==> src/rtl/carbon_cai_comp_writer.sv <==
// carbon_cai_comp_writer: writes 16-byte completion records (four 32-bit beats)
// into a host ring, then pulses a doorbell and bumps the producer index.
// Optional build macro CARBON_CAI_COMP_FULL_CHECK_EN: when defined, new
// completions are held off while the ring is full relative to comp_cons_idx;
// when undefined, comp_cons_idx is ignored and old records are overwritten.
module carbon_cai_comp_writer (
  input  logic        clk,
  input  logic        rst,
  input  logic        enable,
  input  logic [63:0] comp_base,
  input  logic [31:0] comp_ring_mask,
  input  logic [31:0] comp_cons_idx,
  input  logic        comp_valid,
  output logic        comp_ready,
  input  logic [31:0] comp_tag,
  input  logic [15:0] comp_status,
  input  logic [15:0] comp_ext_status,
  input  logic [31:0] comp_bytes_written,
  output logic        mem_req,
  output logic [63:0] mem_addr,
  output logic [31:0] mem_wdata,
  output logic [3:0]  mem_wstrb,
  input  logic        mem_ready,
  output logic        comp_doorbell,
  output logic [31:0] comp_prod_idx,
  output logic        busy
);

  localparam logic [1:0] ST_IDLE  = 2'd0;
  localparam logic [1:0] ST_WRITE = 2'd1;
  localparam logic [1:0] ST_RING  = 2'd2;

  logic [1:0]  state_q, state_d;
  logic [1:0]  beat_q, beat_d;
  logic [31:0] prod_idx_q, prod_idx_d;
  logic        doorbell_q, doorbell_d;

  // Record snapshot taken at acceptance; held for the whole record.
  logic [31:0] tag_q;
  logic [15:0] status_q;
  logic [15:0] ext_q;
  logic [31:0] bytes_q;
  logic [63:0] base_q;
  logic [31:0] mask_q;
  logic [31:0] slot_idx_q;

  logic        full_s;
  logic        accept_s;
  logic [63:0] rec_addr_s;

`ifdef CARBON_CAI_COMP_FULL_CHECK_EN
  // Ring is full when the producer is a whole ring ahead of the consumer.
  assign full_s = ((prod_idx_q - comp_cons_idx) == (comp_ring_mask + 32'd1));
`else
  logic unused_cons_s;
  assign unused_cons_s = ^comp_cons_idx;
  assign full_s = 1'b0;
`endif

  // Ready is suppressed while rst is high, since state only reads IDLE then.
  assign comp_ready    = ~rst & (state_q == ST_IDLE) & enable & ~full_s;
  assign accept_s      = comp_valid & comp_ready;
  assign mem_req       = (state_q == ST_WRITE);
  assign busy          = (state_q != ST_IDLE);
  assign mem_wstrb     = 4'hF;
  assign comp_doorbell = doorbell_q;
  assign comp_prod_idx = prod_idx_q;

  // Slot byte offset is (idx & mask) * 16, widened to 64 bits before the add.
  assign rec_addr_s = base_q + {28'd0, (slot_idx_q & mask_q), 4'd0};
  assign mem_addr   = rec_addr_s + {60'd0, beat_q, 2'd0};

  // Beat data selection from the latched record fields.
  always_comb begin
    mem_wdata = 32'h0;
    case (beat_q)
      2'd0:    mem_wdata = tag_q;
      2'd1:    mem_wdata = {ext_q, status_q};
      2'd2:    mem_wdata = bytes_q;
      2'd3:    mem_wdata = 32'h0;
      default: mem_wdata = 32'h0;
    endcase
  end

  // Next-state logic: accept, stream four beats, ring the doorbell.
  always_comb begin
    state_d    = state_q;
    beat_d     = beat_q;
    prod_idx_d = prod_idx_q;
    doorbell_d = 1'b0;
    case (state_q)
      ST_IDLE: begin
        if (accept_s) begin
          state_d = ST_WRITE;
          beat_d  = 2'd0;
        end else begin
          state_d = ST_IDLE;
        end
      end
      ST_WRITE: begin
        if (mem_ready) begin
          if (beat_q == 2'd3) begin
            // Doorbell and index update become visible together in RING.
            state_d    = ST_RING;
            doorbell_d = 1'b1;
            prod_idx_d = prod_idx_q + 32'd1;
          end else begin
            beat_d = beat_q + 2'd1;
          end
        end else begin
          state_d = ST_WRITE;
        end
      end
      ST_RING: begin
        state_d = ST_IDLE;
      end
      default: begin
        state_d = ST_IDLE;
      end
    endcase
  end

  // Control state registers; reset abandons any partial record.
  always_ff @(posedge clk or posedge rst) begin
    if (rst) begin
      state_q    <= ST_IDLE;
      beat_q     <= 2'd0;
      prod_idx_q <= 32'd0;
      doorbell_q <= 1'b0;
    end else begin
      state_q    <= state_d;
      beat_q     <= beat_d;
      prod_idx_q <= prod_idx_d;
      doorbell_q <= doorbell_d;
    end
  end

  // Snapshot of the completion and ring geometry at acceptance.
  always_ff @(posedge clk or posedge rst) begin
    if (rst) begin
      tag_q      <= 32'd0;
      status_q   <= 16'd0;
      ext_q      <= 16'd0;
      bytes_q    <= 32'd0;
      base_q     <= 64'd0;
      mask_q     <= 32'd0;
      slot_idx_q <= 32'd0;
    end else if (accept_s) begin
      tag_q      <= comp_tag;
      status_q   <= comp_status;
      ext_q      <= comp_ext_status;
      bytes_q    <= comp_bytes_written;
      base_q     <= comp_base;
      mask_q     <= comp_ring_mask;
      slot_idx_q <= prod_idx_q;
    end
  end

endmodule

==> config.mk <==
export PLATFORM = sky130hd
export DESIGN_NAME = carbon_cai_comp_writer
export DESIGN_NICKNAME = d
export VERILOG_FILES = /design/src/rtl/carbon_cai_comp_writer.sv
export SDC_FILE = /design/constraint.sdc
export NUM_CORES = 1
export LEC_CHECK = 0
export CAP_MARGIN = 20
export CORE_AREA = 3 3 186 188
export CTS_CLUSTER_SIZE = 14
export DETAILED_ROUTE_END_ITERATION = 10
export DIE_AREA = 0 0 189 191
export GPL_TIMING_DRIVEN = 1
export PLACE_DENSITY = 0.66
export SLEW_MARGIN = 20
export SYNTH_ARGS = -nofsm -noshare
export SYNTH_HDL_FRONTEND = slang
export SYNTH_SLANG_ARGS = --single-unit
==> constraint.sdc <==
create_clock -name clk -period 31.3 [get_ports clk]
set_clock_uncertainty 0.1 [all_clocks]
set_input_delay 9.39 -clock clk [delete_from_list [all_inputs] [get_ports clk]]
set_output_delay 9.39 -clock clk [all_outputs]
set_load 0.02 [all_outputs]
==> impl_metrics.prom, run 1 <==
# TYPE chip_impl_metric gauge
chip_impl_info{name="outcome",value="completed"} 1
chip_impl_metric{name="cap_viol_max_count",unit=""} 0
chip_impl_metric{name="postCtsHoldBufs",unit=""} 0
chip_impl_metric{name="power_density",unit="mW/mm2"} 88.4
chip_impl_info{name="yosys_most_used_dff",value="sky130_fd_sc_hd__dfrtp_1"} 1
chip_impl_metric{name="numPortBuffers",unit=""} 328
chip_impl_metric{name="synth-async-reset-ratio",unit="%"} 100
chip_impl_metric{name="die-height",unit="um"} 191
chip_impl_metric{name="period_minus_slack",unit="ns"} 20.77
chip_impl_metric{name="core_area",unit="mm2"} 0.0333
chip_impl_metric{name="initial_core_util",unit="%"} 39.6
chip_impl_metric{name="ys_warn_count",unit=""} 0
chip_impl_info{name="synth_top_family_by_area",value="multiplexers"} 1
chip_impl_metric{name="ioPinCount",unit=""} 365
chip_impl_info{name="critical_path.startpoint_type",value="input port"} 1
chip_impl_metric{name="place.gp.congestion",unit=""} 0.910
chip_impl_metric{name="post-route-period-util",unit="%"} 66.4
chip_impl_metric{name="max_freq",unit="MHz"} 48.2
chip_impl_metric{name="tritoncts.num_buffers",unit=""} 30
chip_impl_metric{name="post_synth_and_or_nand_nor_area_fraction",unit="%"} 10.1
chip_impl_metric{name="seqPwrFrac",unit="%"} 35.0
chip_impl_metric{name="synthMuxAreaShare",unit="%"} 19.2
chip_impl_info{name="worstSetupEndpointType",value="output pin"} 1
chip_impl_metric{name="timing.final.max_slew_violations",unit=""} 0
chip_impl_info{name="grt_setup_unrepaired",value="no"} 1
chip_impl_metric{name="clkSinkCount",unit=""} 261
chip_impl_info{name="yosys-top-cells-area",value="sky130_fd_sc_hd__dfrtp_1 (50%), sky130_fd_sc_hd__mux2_2 (19%), sky130_fd_sc_hd__xnor2_1 (4.5%)"} 1
chip_impl_info{name="critical_path_class",value="in2out"} 1
chip_impl_metric{name="avgRoutedWirePerCell",unit="um"} 18.8
chip_impl_metric{name="first_global_vias",unit=""} 10126
chip_impl_metric{name="synthDistinctLibCells",unit=""} 62
chip_impl_metric{name="final_critical_path_setup_slack",unit="ns"} 10.53
chip_impl_metric{name="drt_pre_antenna_iters",unit=""} 5
chip_impl_metric{name="worstPathArrival",unit="ns"} 11.28
chip_impl_metric{name="clk_pin_slew_worst_paths",unit="ns"} 0.05
chip_impl_metric{name="clockPowerShare",unit="%"} 22.0
chip_impl_metric{name="timing.critical_path.fanout_max",unit=""} 2
chip_impl_metric{name="peakVddDrop",unit="mV"} 0.0623
chip_impl_metric{name="fp.dieArea",unit="mm2"} 0.0361
chip_impl_metric{name="power.switching",unit="W"} 0.000559
chip_impl_metric{name="areaGrowthSynthToFinish",unit="%"} 35.5
chip_impl_metric{name="power.combinational.fraction",unit="%"} 43.0
chip_impl_metric{name="overflow_left_after_global_routing",unit=""} 0
chip_impl_metric{name="synth_area",unit="mm2"} 0.0132
chip_impl_metric{name="fin_worst_hold_slack",unit="ns"} 0.393
chip_impl_info{name="cts_root_buffer",value="sky130_fd_sc_hd__clkbuf_16"} 1
chip_impl_metric{name="hold_viol",unit=""} 0
chip_impl_metric{name="post-cts-setup-buffers",unit=""} 0
chip_impl_metric{name="total_number_of_vias",unit=""} 9762
chip_impl_metric{name="placed_cell_area",unit="mm2"} 0.0168
chip_impl_metric{name="p_int",unit="W"} 0.00102
chip_impl_metric{name="gr-usage-all-layers",unit="%"} 19.3
chip_impl_metric{name="synth_compound_gate_area_share",unit="%"} 8.84
chip_impl_metric{name="pre_cts_slack",unit="ns"} 10.54
chip_impl_metric{name="synthesis.area_per_instance",unit="um2"} 11.7
chip_impl_metric{name="slew-limit-headroom",unit="%"} 30.8
chip_impl_metric{name="slew_at_the_pin_closest_to_its_max_slew_limit",unit="ns"} 1.04
chip_impl_metric{name="post_cts_resize_count",unit=""} 0
chip_impl_metric{name="post-route-cell-area",unit="mm2"} 0.0179
chip_impl_metric{name="cts-root-to-sink-buffers",unit=""} 3
chip_impl_metric{name="yosysTopAreaCellShare",unit="%"} 49.6
chip_impl_metric{name="static-leakage-power",unit="nW"} 7.77
chip_impl_info{name="final_common_cell",value="sky130_fd_sc_hd__clkdlybuf4s50_1"} 1
chip_impl_metric{name="detail-route-antenna-nets",unit=""} 0
chip_impl_metric{name="synthXorXnorAreaFrac",unit="%"} 5.98
chip_impl_metric{name="row_count",unit=""} 67
chip_impl_metric{name="critical_path_required",unit="ns"} 21.81
chip_impl_metric{name="htree_num_levels",unit=""} 1
chip_impl_metric{name="drc_markers",unit=""} 0
chip_impl_metric{name="antenna-diode-count",unit=""} 0
chip_impl_info{name="tritoncts",value="done"} 1
chip_impl_metric{name="final_layout_setup_total_negative_slack",unit="ns"} 0
chip_impl_metric{name="drt_iter0_drc",unit=""} 560
chip_impl_metric{name="dpl.cell_count",unit=""} 1855
chip_impl_metric{name="grt_start_max_net_pins",unit=""} 122
chip_impl_metric{name="postSynthRegisterBits",unit=""} 261
chip_impl_info{name="layout.cells.most_common_list",value="sky130_fd_sc_hd__clkdlybuf4s50_1 (328), sky130_fd_sc_hd__dfrtp_1 (261), sky130_fd_sc_hd__mux2_2 (224)"} 1
chip_impl_metric{name="antenna_found_initial",unit=""} 0
chip_impl_metric{name="synthesis.instances",unit=""} 1125
chip_impl_metric{name="final_cells",unit=""} 1909
chip_impl_metric{name="synth-edff-count",unit=""} 0
chip_impl_metric{name="drt_wl_total",unit="um"} 35900
chip_impl_metric{name="synth.yosys.seq_area_share",unit="%"} 49.6
chip_impl_metric{name="switching_share",unit="%"} 35.4
chip_impl_info{name="netlist.top_cell.by_area",value="sky130_fd_sc_hd__dfrtp_1"} 1
chip_impl_metric{name="post_synth_fa_ha_maj_area_fraction",unit="%"} 3.85
chip_impl_metric{name="route.detailed.vias_per_inst",unit=""} 5.11
chip_impl_metric{name="detailed_place_hpwl",unit="um"} 26400
chip_impl_metric{name="clock_insertion_delay_worst_skew",unit="ns"} 0.54
chip_impl_metric{name="global_route_wire_length_before_repair",unit="um"} 55900
chip_impl_metric{name="setup_viol_count_final",unit=""} 0
chip_impl_info{name="min-delay-path-class",value="reg2reg"} 1
chip_impl_metric{name="num-nets-final",unit=""} 1709
chip_impl_metric{name="die_width",unit="um"} 189
chip_impl_metric{name="drive_above_1_share",unit="%"} 20.3
power by group through the flow:
stage          combinational, W  sequential, W  clock (W)
6_report               0.000679       0.000553   0.000347
5_1_grt                0.000736       0.000574   0.000371
4_1_cts                0.000686       0.000554   0.000357
3_5_place_dp           0.000680       0.000558          0
3_3_place_gp           0.000673       0.000553          0
2_1_floorplan          0.000422       0.000533          0
layout make-up:
type,count,area [um2]
inverters,15,63.8
well taps,448,561
clock buffers,46,892
clock inverters,7,91.3
flip-flops and latches,261,6530
multi-input cells,796,6360
fillers,2925,15400
repair buffers,336,3360
worst max-delay path: stages:
cell                              delay [ns]
sky130_fd_sc_hd__clkdlybuf4s50_1        0.51
sky130_fd_sc_hd__nor3b_1                0.64
sky130_fd_sc_hd__clkdlybuf4s50_1        0.73
stage by stage:
step / utilization (%) / total power [W]
final: 53.7 / 0.00158
after floorplan: - / 0.000954
after detailed placement: 50.6 / 0.00124
after global routing: 53.7 / 0.00168
after CTS: 53.6 / 0.00160
after global placement: 50.6 / 0.00123
layer usage:
metal  part of all wire, %  wire length (um)  up-vias  track usage, %
li1                      -                 -     4631               -
met1                    42             14900     4769            24.5
met2                    47             16900      306            31.6
met3                   8.6              3100       56            6.71
met4                   2.7               977        0            4.93
met5                     0                 0        -               0
state kept, by name, indices dropped and copies added (netlist names):
register	count
comp_doorbell	1
bytes_q	32
ext_q	16
comp_prod_idx	32
beat_q	2
status_q	16
slot_idx_q	32
mask_q	32
state_q	2
base_q	64
tag_q	32
logic make-up (layout without fill, tap and decap cells):
group / count (synthesis) / after routing
simple gates: 265 / 265
flops: 261 / 261
mux: 225 / 225
compound gates: 172 / 172
xor+xnor: 90 / 90
buf+inv: 71 / 404
fa+ha+maj: 40 / 40
other cells: 1 / 4
worst paths after layout:
check / from / end / slack (ns) / cells past startpoint
setup / recovery: rst / comp_ready / 10.53 / 3
hold / removal: mask_q[14] / mask_q[14] / 0.39 / 1
setup reg to reg: state_q[0] / base_q[38] / 28.12 / 5
hold reg to reg: mask_q[14] / mask_q[14] / 0.39 / 1
max in group asynchronous: rst / mask_q[16] / 19.64 / 5
min in group asynchronous: rst / mask_q[4] / 9.33 / 2
Yosys cell counts, drive strengths merged (2+ instances only):
master / count
nand2b: 3
clkbuf: 38
dfrtp: 261
a21o: 18
a21oi: 33
o21bai: 3
buf: 18
or2: 3
nand4: 29
nand3b: 2
inv: 15
and4: 9
nand2: 96
o311ai: 2
o21a: 2
o31ai: 2
nor2: 38
a31oi: 6
nor2b: 5
nor3: 6
xnor2: 67
nand3: 22
xor2: 23
and3: 16
o21ai: 54
a211oi: 5
a31o: 2
ha: 39
a22oi: 32
a2111oi: 2
mux2: 224
and2: 35
o211ai: 2
No activity file was read; power rests on OpenSTA's default activity.
==> run 2: changes to the inputs <==
- clock period: 31.3 -> 20.7 ns (I/O delays scaled with it)
==> impl_metrics.prom, run 2 (same netlist as run 1, synthesis figures left out) <==
# TYPE chip_impl_metric gauge
chip_impl_info{name="outcome",value="completed"} 1
chip_impl_metric{name="drc_markers",unit=""} 0
chip_impl_metric{name="overflow_left_after_global_routing",unit=""} 0
chip_impl_metric{name="tritoncts.num_buffers",unit=""} 30
chip_impl_info{name="r2r_start",value="state_q[0]"} 1
chip_impl_metric{name="row_count",unit=""} 67
chip_impl_metric{name="post-route-period-util",unit="%"} 68.5
chip_impl_metric{name="detailed_place_hpwl",unit="um"} 26100
chip_impl_metric{name="power_density",unit="mW/mm2"} 134
chip_impl_metric{name="setup_viol_count_final",unit=""} 0
chip_impl_metric{name="numPortBuffers",unit=""} 328
chip_impl_metric{name="global_route_wire_length_before_repair",unit="um"} 55900
chip_impl_metric{name="num-nets-final",unit=""} 1708
chip_impl_metric{name="timing.critical_path.fanout_max",unit=""} 2
chip_impl_metric{name="core_area",unit="mm2"} 0.0333
chip_impl_metric{name="total_number_of_vias",unit=""} 9781
chip_impl_metric{name="reg2reg_setup_slack",unit="ns"} 17.53
chip_impl_metric{name="htree_num_levels",unit=""} 1
chip_impl_metric{name="detail-route-antenna-nets",unit=""} 0
chip_impl_info{name="regToRegEndpoint",value="tag_q[2]"} 1
chip_impl_metric{name="worst_r2r_path_depth",unit=""} 6
chip_impl_metric{name="die_width",unit="um"} 189
chip_impl_info{name="timing.critical_path.to",value="comp_ready"} 1
chip_impl_metric{name="grt_start_max_net_pins",unit=""} 139
chip_impl_metric{name="clkSinkCount",unit=""} 261
chip_impl_metric{name="post-cts-setup-buffers",unit=""} 0
chip_impl_info{name="critical_path_class",value="in2out"} 1
chip_impl_metric{name="peakVddDrop",unit="mV"} 0.0957
chip_impl_metric{name="postCtsHoldBufs",unit=""} 0
chip_impl_info{name="tritoncts",value="done"} 1
chip_impl_metric{name="gr-usage-all-layers",unit="%"} 19.2
chip_impl_metric{name="die-height",unit="um"} 191
chip_impl_metric{name="final_layout_setup_total_negative_slack",unit="ns"} 0
chip_impl_metric{name="ioPinCount",unit=""} 365
chip_impl_metric{name="max_freq",unit="MHz"} 70.5
chip_impl_metric{name="drt_wl_total",unit="um"} 35400
chip_impl_metric{name="cts-root-to-sink-buffers",unit=""} 3
chip_impl_metric{name="first_global_vias",unit=""} 10149
chip_impl_metric{name="post_cts_resize_count",unit=""} 0
chip_impl_metric{name="fp.dieArea",unit="mm2"} 0.0361
chip_impl_metric{name="place.gp.congestion",unit=""} 0.896
chip_impl_metric{name="slew-limit-headroom",unit="%"} 34.6
chip_impl_metric{name="antenna_found_initial",unit=""} 2
chip_impl_metric{name="power",unit="W"} 0.00240
chip_impl_metric{name="critical_path_required",unit="ns"} 14.39
chip_impl_info{name="layout.cells.most_common_list",value="sky130_fd_sc_hd__clkdlybuf4s50_1 (328), sky130_fd_sc_hd__dfrtp_1 (261), sky130_fd_sc_hd__mux2_2 (224)"} 1
chip_impl_metric{name="static-leakage-power",unit="nW"} 7.79
chip_impl_metric{name="period_minus_slack",unit="ns"} 14.19
chip_impl_info{name="critical_path.startpoint_type",value="input port"} 1
chip_impl_info{name="min-delay-path-class",value="reg2reg"} 1
chip_impl_metric{name="drt_iter0_drc",unit=""} 490
chip_impl_info{name="final_common_cell",value="sky130_fd_sc_hd__clkdlybuf4s50_1"} 1
chip_impl_metric{name="timing.final.max_slew_violations",unit=""} 0
chip_impl_metric{name="slew_at_the_pin_closest_to_its_max_slew_limit",unit="ns"} 0.981
chip_impl_info{name="worst_setup_path_startpoint",value="rst"} 1
chip_impl_info{name="top_register",value="base_q"} 1
chip_impl_metric{name="route.detailed.vias_per_inst",unit=""} 5.12
chip_impl_metric{name="worstPathArrival",unit="ns"} 7.88
chip_impl_metric{name="avgRoutedWirePerCell",unit="um"} 18.5
chip_impl_metric{name="cap_viol_max_count",unit=""} 0
chip_impl_metric{name="hold_viol",unit=""} 0
chip_impl_metric{name="antenna-diode-count",unit=""} 0
chip_impl_metric{name="clk_pin_slew_worst_paths",unit="ns"} 0.05
chip_impl_info{name="grt_setup_unrepaired",value="no"} 1
chip_impl_metric{name="initial_core_util",unit="%"} 39.6
chip_impl_metric{name="clock_insertion_delay_worst_skew",unit="ns"} 0.55
chip_impl_metric{name="largest_register_ff_count",unit=""} 64
chip_impl_info{name="worstSetupEndpointType",value="output pin"} 1
chip_impl_metric{name="areaGrowthSynthToFinish",unit="%"} 35.7
chip_impl_info{name="cts_root_buffer",value="sky130_fd_sc_hd__clkbuf_16"} 1
chip_impl_metric{name="drt_pre_antenna_iters",unit=""} 4
chip_impl_metric{name="drive_above_1_share",unit="%"} 20.5
run 2: cell count changes in the layout (fill, tap and decap cells not counted):
cell	previous run	this run
sky130_fd_sc_hd__clkbuf_1	9	7
sky130_fd_sc_hd__clkinvlp_4	1	3
sky130_fd_sc_hd__nand2_4	0	1
sky130_fd_sc_hd__buf_4	7	6
sky130_fd_sc_hd__buf_12	0	1
sky130_fd_sc_hd__clkbuf_8	6	7
sky130_fd_sc_hd__bufinv_16	2	3
sky130_fd_sc_hd__buf_16	1	0
sky130_fd_sc_hd__nand2_8	1	0
run 2: how the worst min path moves through the flow:
stage                         startpoint             end  slack [ns]  depth (start not counted)
after global placement     slot_idx_q[7]   slot_idx_q[7]        0.36                          2
after floorplan            slot_idx_q[7]   slot_idx_q[7]        0.34                          2
after CTS                     mask_q[21]      mask_q[21]        0.40                          1
after detailed placement      mask_q[21]      mask_q[21]        0.38                          1
after global routing      slot_idx_q[13]  slot_idx_q[13]        0.40                          1
final                         mask_q[21]      mask_q[21]        0.39                          1
run 2: per-stage QoR:
stage / hold WS [ns] / cells / util (%) / cell area (um2) / setup slack [ns]
after floorplan: 0.342 / 1128 / - / 13200 / 7.21
after global placement: 0.360 / 1855 / 50.6 / 16900 / 6.56
after detailed placement: 0.384 / 1855 / 50.6 / 16900 / 6.51
after CTS: 0.397 / 1910 / 53.8 / 17900 / 6.51
after global routing: 0.404 / 1910 / 53.8 / 17900 / 6.46
final: 0.393 / 1910 / 53.8 / 17900 / 6.51
run 2: per-layer routing:
metal,global-route usage (%),wire (um),vias up
met5,0,7,-
li1,-,-,4644
met1,24.1,14600,4774
met3,6.64,3200,62
met4,5.44,1110,2
met2,31.8,16400,299
run 2: critical path, stage by stage:
cell	delay, ns
sky130_fd_sc_hd__clkdlybuf4s50_1	0.51
sky130_fd_sc_hd__nor3b_1	0.45
sky130_fd_sc_hd__clkdlybuf4s50_1	0.70
run 2: final cells by class:
| cell class | instances | area (um2) |
|---|---|---|
| Clock buffer | 45 | 898 |
| Inverter | 15 | 63.8 |
| Timing Repair Buffer | 335 | 3350 |
| Multi-Input combinational cell | 796 | 6350 |
| Sequential cell | 261 | 6530 |
| Tap cell | 448 | 561 |
| Clock inverter | 10 | 136 |
| Fill cell | 2937 | 15400 |
run 2: where the power goes:
| group | switching (W) | total (W) | internal, W |
|---|---|---|---|
| Clock | 0.000208 | 0.000544 | 0.000335 |
| Combinational | 0.000509 | 0.00102 | 0.000515 |
| Sequential | 0.000127 | 0.000835 | 0.000708 |
